`src/rtl/obj_pkg.sv`:
```
// Shared definitions for the object scan scheduler.
// Contents:
//   state_e  - FSM state encoding: IDLE, SETTLE, TRIGGER, WAIT_ECHO, UPDATE
//   SEL_*    - ranger mux encodings (left/right/front; 2'b11 is never driven)
//   next_sel - round-robin successor left -> right -> front -> left
package obj_pkg;

  typedef enum logic [2:0] {
    IDLE,
    SETTLE,
    TRIGGER,
    WAIT_ECHO,
    UPDATE
  } state_e;

  localparam logic [1:0] SEL_LEFT  = 2'b00;
  localparam logic [1:0] SEL_RIGHT = 2'b01;
  localparam logic [1:0] SEL_FRONT = 2'b10;

  function automatic logic [1:0] next_sel(input logic [1:0] cur);
    logic [1:0] nxt;
    case (cur)
      SEL_LEFT:  nxt = SEL_RIGHT;
      SEL_RIGHT: nxt = SEL_FRONT;
      default:   nxt = SEL_LEFT;
    endcase
    return nxt;
  endfunction

endpackage

```
`src/rtl/obj_cycle_timer.sv`:
```
// Loadable down-counter shared by the timed scheduler states.
// Ports:
//   clk      - clock, rising edge
//   reset    - synchronous active-low reset (count -> 0)
//   load     - load load_val this edge (takes priority over counting)
//   load_val - cycle count for the state being entered
//   done     - high in the last cycle of the loaded interval (count == 1)
module obj_cycle_timer #(
  parameter int W = 10
) (
  input  logic         clk,
  input  logic         reset,
  input  logic         load,
  input  logic [W-1:0] load_val,
  output logic         done
);

  logic [W-1:0] cnt_q;
  logic [W-1:0] cnt_d;

  always_comb begin
    cnt_d = cnt_q;
    if (load) begin
      cnt_d = load_val;
    end else if (cnt_q != '0) begin
      cnt_d = cnt_q - 1'b1;
    end
  end

  always_ff @(posedge clk) begin
    if (!reset) begin
      cnt_q <= '0;
    end else begin
      cnt_q <= cnt_d;
    end
  end

  // A state entered with value N sees N, N-1, ..., 1; the final cycle is count 1.
  assign done = (cnt_q == W'(1));

endmodule

```
`src/rtl/obj_scan_scheduler.sv`:
```
// Round-robin scheduler for one ultrasonic ranger shared across three
// directions. Per direction: settle the mux, pulse the trigger, wait for
// an echo (or time out), then latch the result for that direction.
// Ports:
//   clk, reset (sync, active-low), enable (scan permitted)
//   echo_valid, echo_near          - ranger result, sampled in WAIT_ECHO only
//   sel                            - ranger mux select (00 L, 01 R, 10 F)
//   trig                           - trigger pulse, high throughout TRIGGER
//   busy                           - high outside IDLE
//   left/right/front_object_detected - latched per-direction results
//   scan_done                      - one-cycle pulse on the front UPDATE
//   timeout_err                    - one-cycle pulse on a timed-out UPDATE
// All parameters must be >= 1.
module obj_scan_scheduler
  import obj_pkg::*;
#(
  parameter int SETTLE_CYCLES  = 4,
  parameter int TRIG_CYCLES    = 10,
  parameter int TIMEOUT_CYCLES = 1000
) (
  input  logic       clk,
  input  logic       reset,
  input  logic       enable,
  input  logic       echo_valid,
  input  logic       echo_near,
  output logic [1:0] sel,
  output logic       trig,
  output logic       busy,
  output logic       left_object_detected,
  output logic       right_object_detected,
  output logic       front_object_detected,
  output logic       scan_done,
  output logic       timeout_err
);

  localparam int MAX_ST = (SETTLE_CYCLES > TRIG_CYCLES) ? SETTLE_CYCLES : TRIG_CYCLES;
  localparam int MAX_C  = (MAX_ST > TIMEOUT_CYCLES) ? MAX_ST : TIMEOUT_CYCLES;
  localparam int CNT_W  = $clog2(MAX_C + 1);

  localparam logic [CNT_W-1:0] LD_SETTLE  = CNT_W'(SETTLE_CYCLES);
  localparam logic [CNT_W-1:0] LD_TRIG    = CNT_W'(TRIG_CYCLES);
  localparam logic [CNT_W-1:0] LD_TIMEOUT = CNT_W'(TIMEOUT_CYCLES);

  state_e           state_q, state_d;
  logic [1:0]       sel_q, sel_d;
  logic [2:0]       det_q, det_d;   // bit 0 left, bit 1 right, bit 2 front
  logic             near_q, near_d;
  logic             tmo_q, tmo_d;
  logic             tmr_load;
  logic [CNT_W-1:0] tmr_val;
  logic             tmr_done;

  obj_cycle_timer #(
    .W(CNT_W)
  ) u_timer (
    .clk      (clk),
    .reset    (reset),
    .load     (tmr_load),
    .load_val (tmr_val),
    .done     (tmr_done)
  );

  always_comb begin
    state_d  = state_q;
    sel_d    = sel_q;
    det_d    = det_q;
    near_d   = near_q;
    tmo_d    = tmo_q;
    tmr_load = 1'b0;
    tmr_val  = '0;
    case (state_q)
      IDLE: begin
        if (enable) begin
          state_d  = SETTLE;
          tmr_load = 1'b1;
          tmr_val  = LD_SETTLE;
        end
      end
      SETTLE: begin
        if (tmr_done) begin
          state_d  = TRIGGER;
          tmr_load = 1'b1;
          tmr_val  = LD_TRIG;
        end
      end
      TRIGGER: begin
        if (tmr_done) begin
          state_d  = WAIT_ECHO;
          tmr_load = 1'b1;
          tmr_val  = LD_TIMEOUT;
        end
      end
      WAIT_ECHO: begin
        // Echo is tested first so an echo in the final wait cycle still counts.
        if (echo_valid) begin
          state_d = UPDATE;
          near_d  = echo_near;
          tmo_d   = 1'b0;
        end else if (tmr_done) begin
          state_d = UPDATE;
          near_d  = 1'b0;
          tmo_d   = 1'b1;
        end
      end
      UPDATE: begin
        case (sel_q)
          SEL_LEFT:  det_d[0] = tmo_q ? 1'b0 : near_q;
          SEL_RIGHT: det_d[1] = tmo_q ? 1'b0 : near_q;
          default:   det_d[2] = tmo_q ? 1'b0 : near_q;
        endcase
        sel_d = next_sel(sel_q);
        if (enable) begin
          state_d  = SETTLE;
          tmr_load = 1'b1;
          tmr_val  = LD_SETTLE;
        end else begin
          state_d = IDLE;
        end
      end
      default: state_d = IDLE;
    endcase
  end

  always_ff @(posedge clk) begin
    if (!reset) begin
      state_q <= IDLE;
      sel_q   <= SEL_LEFT;
      det_q   <= '0;
      tmo_q   <= 1'b0;
    end else begin
      state_q <= state_d;
      sel_q   <= sel_d;
      det_q   <= det_d;
      tmo_q   <= tmo_d;
    end
  end

  // Captured echo result; only consumed in UPDATE, which reset cannot reach
  // without passing WAIT_ECHO first.
  always_ff @(posedge clk) begin
    near_q <= near_d;
  end

  assign sel                   = sel_q;
  assign trig                  = (state_q == TRIGGER);
  assign busy                  = (state_q != IDLE);
  assign scan_done             = (state_q == UPDATE) && (sel_q == SEL_FRONT);
  assign timeout_err           = (state_q == UPDATE) && tmo_q;
  assign left_object_detected  = det_q[0];
  assign right_object_detected = det_q[1];
  assign front_object_detected = det_q[2];

endmodule

```
`config.mk`:
```
export PLATFORM = sky130hd
export DESIGN_NAME = obj_scan_scheduler
export DESIGN_NICKNAME = d
export VERILOG_FILES = /design/src/rtl/obj_pkg.sv /design/src/rtl/obj_cycle_timer.sv /design/src/rtl/obj_scan_scheduler.sv
export SDC_FILE = /design/constraint.sdc
export NUM_CORES = 1
export LEC_CHECK = 0
export ABC_AREA = 0
export ABC_CLOCK_PERIOD_IN_PS = 2500
export CELL_PAD_IN_SITES_DETAIL_PLACEMENT = 1
export CELL_PAD_IN_SITES_GLOBAL_PLACEMENT = 2
export CORE_MARGIN = 3
export CORE_UTILIZATION = 31
export DETAILED_ROUTE_END_ITERATION = 10
export GPL_ROUTABILITY_DRIVEN = 0
export PLACE_DENSITY_LB_ADDON = 0.08
export SYNTH_ARGS = -nofsm -noshare
export SYNTH_HDL_FRONTEND = slang
export SYNTH_SLANG_ARGS = --single-unit
```
`constraint.sdc`:
```
create_clock -name clk -period 2.5 [get_ports clk]
set_input_delay 0.5 -clock clk [delete_from_list [all_inputs] [get_ports clk]]
set_output_delay 0.5 -clock clk [all_outputs]
set_load 0.01 [all_outputs]
```
==> impl_metrics.json, run 1 <==
{
  "wirelength_mm": 2.57,
  "r2r-start": "u_timer.cnt_q[0]",
  "syn_avg_cell_area_um2": 8.21,
  "r2r-end": "u_timer.cnt_q[8]",
  "cp_max_fo": 6,
  "core_mm2": 0.00315,
  "critPathLaunchType": "flop",
  "tightest_slew_ns": 0.610,
  "max_freq_mhz": 433,
  "hold_start": "det_q[1]",
  "grt_use_total_pct": 13.9,
  "synth-seq-area-share_pct": 39.0,
  "irDropWorstVdd_v": 0.000514,
  "dr_total_vias": 919,
  "setup_violations": 0,
  "clock_sink_count": 20,
  "final_common_cell": "dfxtp_1",
  "cts_root_buffer": "clkbuf_4",
  "layout.nets": 151,
  "synth_seq_cells": 20,
  "htree_levels": 1,
  "critPathSlowestCell": "or4b_1",
  "pwr-share-clk_pct": 13.0,
  "crit_arrival_ns": 2.50,
  "setup_slack_ns": 0.188,
  "cellPowerDensity_mw_per_mm2": 1150,
  "critPathTopFamily": "simple AND/OR/NAND/NOR gates",
  "syn_inst": 128,
  "stdcell_count": 187,
  "cts_buffers": 3,
  "yosys_warnings": 0,
  "setup_tns_ns": 0,
  "hold_viol_final": 0,
  "switching_power_mw": 0.616,
  "grt_pass1_vias": 1002,
  "postCtsSetupBuffers": 0,
  "postLayoutCellArea_mm2": 0.00128,
  "regToRegSetupSlack_ns": 0.19,
  "dpl.hpwl_mm": 2.01,
  "hold-path-cell-count": 2,
  "crit_type": "reg2reg",
  "postRouteAntennaNets": 0,
  "grt_overflow_total": 0,
  "antenna_found_initial": 0,
  "timing.hold.ws_ns": 0.483,
  "route.detailed.drc": 0,
  "dpl_cell_area_mm2": 0.00124,
  "rows": 20,
  "via_per_inst": 4.91,
  "critical_path_buf_inv_count": 1,
  "drv_slew": 0,
  "first_pass_iters": 4,
  "start_util_pct": 33.3,
  "dp.cells": 183,
  "finalCriticalPeriod_ns": 2.31,
  "hold_path_end": "det_q[1]",
  "synth_cell_type_count": 37,
  "slew_headroom_pct": 59.0,
  "fillCellCount": 397,
  "sequentialPowerShare_pct": 34.1,
  "status": "finished, final reports clean",
  "leakagePower_nw": 0.504,
  "critical_path_depth": 7,
  "max_stage_delay_ns": 0.52,
  "drive_above_1_share_pct": 7.69,
  "drt_iter0_drc": 31,
  "endpoint_kind": "flop",
  "clk_pin_slew_ns": 0.13,
  "pre_cts_slack_ns": 0.193,
  "syn_area_mm2": 0.00105,
  "rsz0062_at_grt": "no",
  "swShare_pct": 41.8,
  "cp.required_ns": 2.69,
  "comb_power_share_pct": 52.9,
  "min_period_over_period_pct": 92.5,
  "min_path_type": "reg2reg",
  "rr_worst_depth": 7,
  "die_h_um": 64.2,
  "cts_buffer_depth": 2,
  "final_cell_mix": "19 x dfxtp_1, 18 x nand2_1, 13 x nor2_1, 13 x clkdlybuf4s50_1",
  "fin_worst_skew_ns": 0.0122,
  "portBuffers": 13,
  "cts_tree": "yes",
  "wl_per_cell_um": 13.7,
  "dieWidth_um": 64.2,
  "p_int_mw": 0.858,
  "drv_cap": 0,
  "areaGrowthSynthToFinish_pct": 21.5,
  "num_antenna_cells": 0,
  "io_pins": 14,
  "grt_pass1_wl_mm": 4.64,
  "clkLatencyLatePin_ns": 0.30,
  "grt_start_max_net_pins": 14,
  "path_cells": "inv_1 > ha_1 > or4b_1 > or3_1 > or3b_1 > nand2_2 > a21oi_1",
  "synth_nets": 135,
  "die-area_mm2": 0.00412
}
-- sequential cells by signal (all words and copies together) (netlist names) --
register       cells
det_q              3
near_q             1
tmo_q              1
u_timer.cnt_q     10
state_q            3
sel                2
-- power groups by stage --
stage          clock network, mW  logic (mW)  registers, mW
2_1_floorplan                  0       0.623          0.477
3_3_place_gp                   0       0.778          0.504
3_5_place_dp                   0       0.788          0.509
4_1_cts                    0.205       0.795          0.502
5_1_grt                    0.213       0.904          0.518
6_report                   0.191       0.780          0.502
-- logic make-up after synthesis --
group | after synthesis | synth area share [%]
buf+inv | 8 | 2.98
mux | 3 | 2.86
flops | 20 | 39.0
xor+xnor | 8 | 6.67
compound gates | 21 | 12.9
fa+ha+maj | 2 | 2.38
simple gates | 66 | 33.2
-- metal layers --
metal	vias to the layer above	share of wire, %	global-route usage [%]	wire length (µm)
met5	-	0	0	0
met4	0	1.3	3.17	33
met3	4	3.8	2.46	97
met2	13	48	24.0	1220
met1	430	47	17.8	1210
li1	472	-	-	-
-- cell type report --
type | instances | area, µm² | share of cell area (%)
Multi-Input combinational cell | 100 | 612 | 47.9
Sequential cell | 20 | 410 | 32.1
Timing Repair Buffer | 16 | 153 | 11.9
Tap cell | 44 | 55.1 | 4.31
Clock buffer | 4 | 36.3 | 2.84
Inverter | 3 | 11.3 | 0.881
-- worst max path at each step --
stage	to	slack [ns]	startpoint
after floorplan	u_timer.cnt_q[9]	0.37	u_timer.cnt_q[0]
after global placement	u_timer.cnt_q[9]	0.30	u_timer.cnt_q[0]
after detailed placement	u_timer.cnt_q[6]	0.19	u_timer.cnt_q[0]
after CTS	scan_done	0.13	state_q[0]
after global routing	u_timer.cnt_q[7]	0.04	u_timer.cnt_q[0]
final	u_timer.cnt_q[8]	0.19	u_timer.cnt_q[0]
-- cells in the mapped netlist --
library cell,count,area share (%)
dfxtp_1,19,36
nand2_1,18,6.4
nor2_1,14,5.0
a21oi_1,6,2.9
nor2b_1,6,3.6
a21boi_0,5,3.6
xnor2_1,5,4.2
clkbuf_1,4,1.4
nand2b_1,4,2.4
nand3_1,4,1.9
o21ai_0,4,1.9
inv_1,3,1.1
mux2i_1,3,2.9
nor3_1,3,1.4
or3_1,3,1.8
xor2_1,3,2.5
and3_1,2,1.2
ha_1,2,2.4
or4b_1,2,1.9
a211oi_1,1,0.71
a221oi_1,1,0.83
a22oi_1,1,0.71
a2bb2oi_1,1,0.83
a31oi_1,1,0.60
and2_1,1,0.60
and4_1,1,0.83
buf_2,1,0.48
edfxtp_1,1,2.9
nand2_2,1,0.60
nand3b_1,1,0.71
nor4_1,1,0.60
nor4b_1,1,0.83
o32ai_1,1,0.83
or3b_1,1,0.83
or3b_2,1,0.83
or4_1,1,0.71
or4_4,1,1.1
-- worst register-to-register path: cells and delay by family (launching register included) --
family                     cells  cell delay [ns]
adders and majority gates      1             0.20
DFF                            1             0.37
AOI/OAI and AO/OA              1             0.06
buffers and inverters          1             0.08
and+or+nand+nor                4             1.49
-- metrics by stage --
stage	total power [mW]	util [%]
2_1_floorplan	1.10	-
3_3_place_gp	1.28	39.3
3_5_place_dp	1.30	39.3
4_1_cts	1.50	40.4
5_1_grt	1.64	40.5
6_report	1.47	40.5
-- timing repair --
item | 4_1_cts | 5_1_grt
resized for setup | 0 | 1
hold buffers | 0 | 0
setup endpoints to repair | 0 | 1
No activity file was read; power rests on OpenSTA's default activity.
==> run 2, diff against run 1 <==
--- a/config.mk
+++ b/config.mk
@@ -13,7 +13,7 @@
 export CORE_UTILIZATION = 31
 export DETAILED_ROUTE_END_ITERATION = 10
 export GPL_ROUTABILITY_DRIVEN = 0
-export PLACE_DENSITY_LB_ADDON = 0.08
+export PLACE_DENSITY = 0.78
 export SYNTH_ARGS = -nofsm -noshare
 export SYNTH_HDL_FRONTEND = slang
 export SYNTH_SLANG_ARGS = --single-unit
==> impl_metrics.json, run 2 (synthesis gave the netlist of run 1 again) <==
{
  "route.detailed.drc": 0,
  "cts_buffers": 3,
  "regToRegSetupSlack_ns": 0.22,
  "start_util_pct": 33.3,
  "cts_resized": 0,
  "antenna_found_initial": 0,
  "drive_above_1_share_pct": 6.99,
  "reg.largest.list": "u_timer.cnt_q x10, det_q x3, state_q x3",
  "final_common_cell": "dfxtp_1",
  "rr_worst_depth": 7,
  "max_freq_mhz": 435,
  "endpoint_kind": "output port",
  "rsz0062_at_grt": "no",
  "setup_tns_ns": 0,
  "setup_violations": 0,
  "grt_pass1_vias": 991,
  "grt_overflow_total": 0,
  "drv_slew": 0,
  "clk_pin_slew_ns": 0.12,
  "cp.required_ns": 2.00,
  "cts_tree": "yes",
  "wirelength_mm": 2.61,
  "dieWidth_um": 64.2,
  "utilization_pct": 40.8,
  "path_cells": "nor2_1 > nand3_1 > nor2_1 > clkdlybuf4s50_1",
  "r2r-start": "u_timer.cnt_q[0]",
  "die_h_um": 64.2,
  "critical_path.startpoint": "state_q[1]",
  "cts_root_buffer": "clkbuf_4",
  "dpl.hpwl_mm": 1.99,
  "critPathTopFamily": "buffers and inverters",
  "portBuffers": 13,
  "drv_cap": 0,
  "min_path_type": "reg2reg",
  "leakagePower_nw": 0.508,
  "via_per_inst": 5.10,
  "stdcell_count": 187,
  "wl_per_cell_um": 13.9,
  "drt_iter0_drc": 22,
  "r2r-end": "u_timer.cnt_q[5]",
  "grt_pass1_wl_mm": 4.41,
  "cts_buffer_depth": 2,
  "critPathSlowestCell": "clkdlybuf4s50_1",
  "min_period_over_period_pct": 92.0,
  "dp.cells": 183,
  "die-area_mm2": 0.00412,
  "status": "finished, final reports clean",
  "hold_start": "det_q[1]",
  "regMostFlops": "u_timer.cnt_q",
  "areaGrowthSynthToFinish_pct": 22.4,
  "clock_sink_count": 20,
  "layout.nets": 151,
  "postCtsSetupBuffers": 0,
  "cts_hold_buf": 0,
  "grt_use_total_pct": 13.5,
  "hold_viol_final": 0,
  "final_cell_mix": "19 x dfxtp_1, 18 x nand2_1, 14 x nor2_1",
  "htree_levels": 1,
  "cellPowerDensity_mw_per_mm2": 1170,
  "num_antenna_cells": 0,
  "largest_reg_flops": 10,
  "hold-path-cell-count": 2,
  "cp_common_cell": "nor2_1",
  "io_pins": 14,
  "clkLatencyLatePin_ns": 0.31,
  "rows": 20,
  "irDropWorstVdd_v": 0.000527,
  "grt_start_max_net_pins": 14,
  "critical_path_buf_inv_count": 1,
  "tightest_slew_ns": 0.594,
  "critPathLaunchType": "flop",
  "finalCriticalPeriod_ns": 2.30,
  "postRouteAntennaNets": 0,
  "max_stage_delay_ns": 0.54,
  "crit_type": "reg2out",
  "hold_path_end": "det_q[1]",
  "fin_worst_skew_ns": 0.00304,
  "slew_headroom_pct": 60.1,
  "crit_arrival_ns": 1.80,
  "core_mm2": 0.00315,
  "cp_max_fo": 10,
  "dr_total_vias": 954,
  "first_pass_iters": 4
}
run 2: cell type report:
class / instances / area [µm²]
clock buffers: 4 / 47.5
fillers: 394 / 1870
inverters: 3 / 11.3
multi-input cells: 100 / 609
flip-flops and latches: 20 / 410
well taps: 44 / 55.1
repair buffers: 16 / 153
run 2: where the power goes:
group          total [mW]  switching (mW)  internal (mW)  leakage, nW
logic               0.772           0.412          0.360        0.318
registers           0.496          0.0943          0.402        0.164
clock network       0.231           0.109          0.122       0.0261
run 2: how the worst max path moves through the flow:
stage                             endpoint  cells past startpoint
after global routing             scan_done                      4
after detailed placement  u_timer.cnt_q[9]                      7
after floorplan           u_timer.cnt_q[9]                      8
after CTS                        scan_done                      4
after global placement    u_timer.cnt_q[9]                      7
final                            scan_done                      4
run 2: worst min-delay path: stages (launching register included):
cell,delay (ns)
dfxtp_1,0.33
nand2_1,0.04
a21boi_0,0.06
run 2: per-stage QoR:
step	hold slack (ns)	total power, mW	cell area [µm²]	setup WS (ns)
floorplan	0.452	1.10	1050	0.373
global route	0.528	1.65	1290	0.0767
global placement	0.457	1.28	1240	0.292
finish	0.473	1.50	1290	0.200
CTS	0.479	1.52	1290	0.172
detailed placement	0.461	1.28	1240	0.244
run 2: per-layer routing:
layer	track usage (%)	wire [µm]	vias to the layer above
met5	0	0	-
met4	5.54	31	0
met3	1.58	55	4
met2	23.4	1220	9
met1	16.7	1300	461
li1	-	-	480
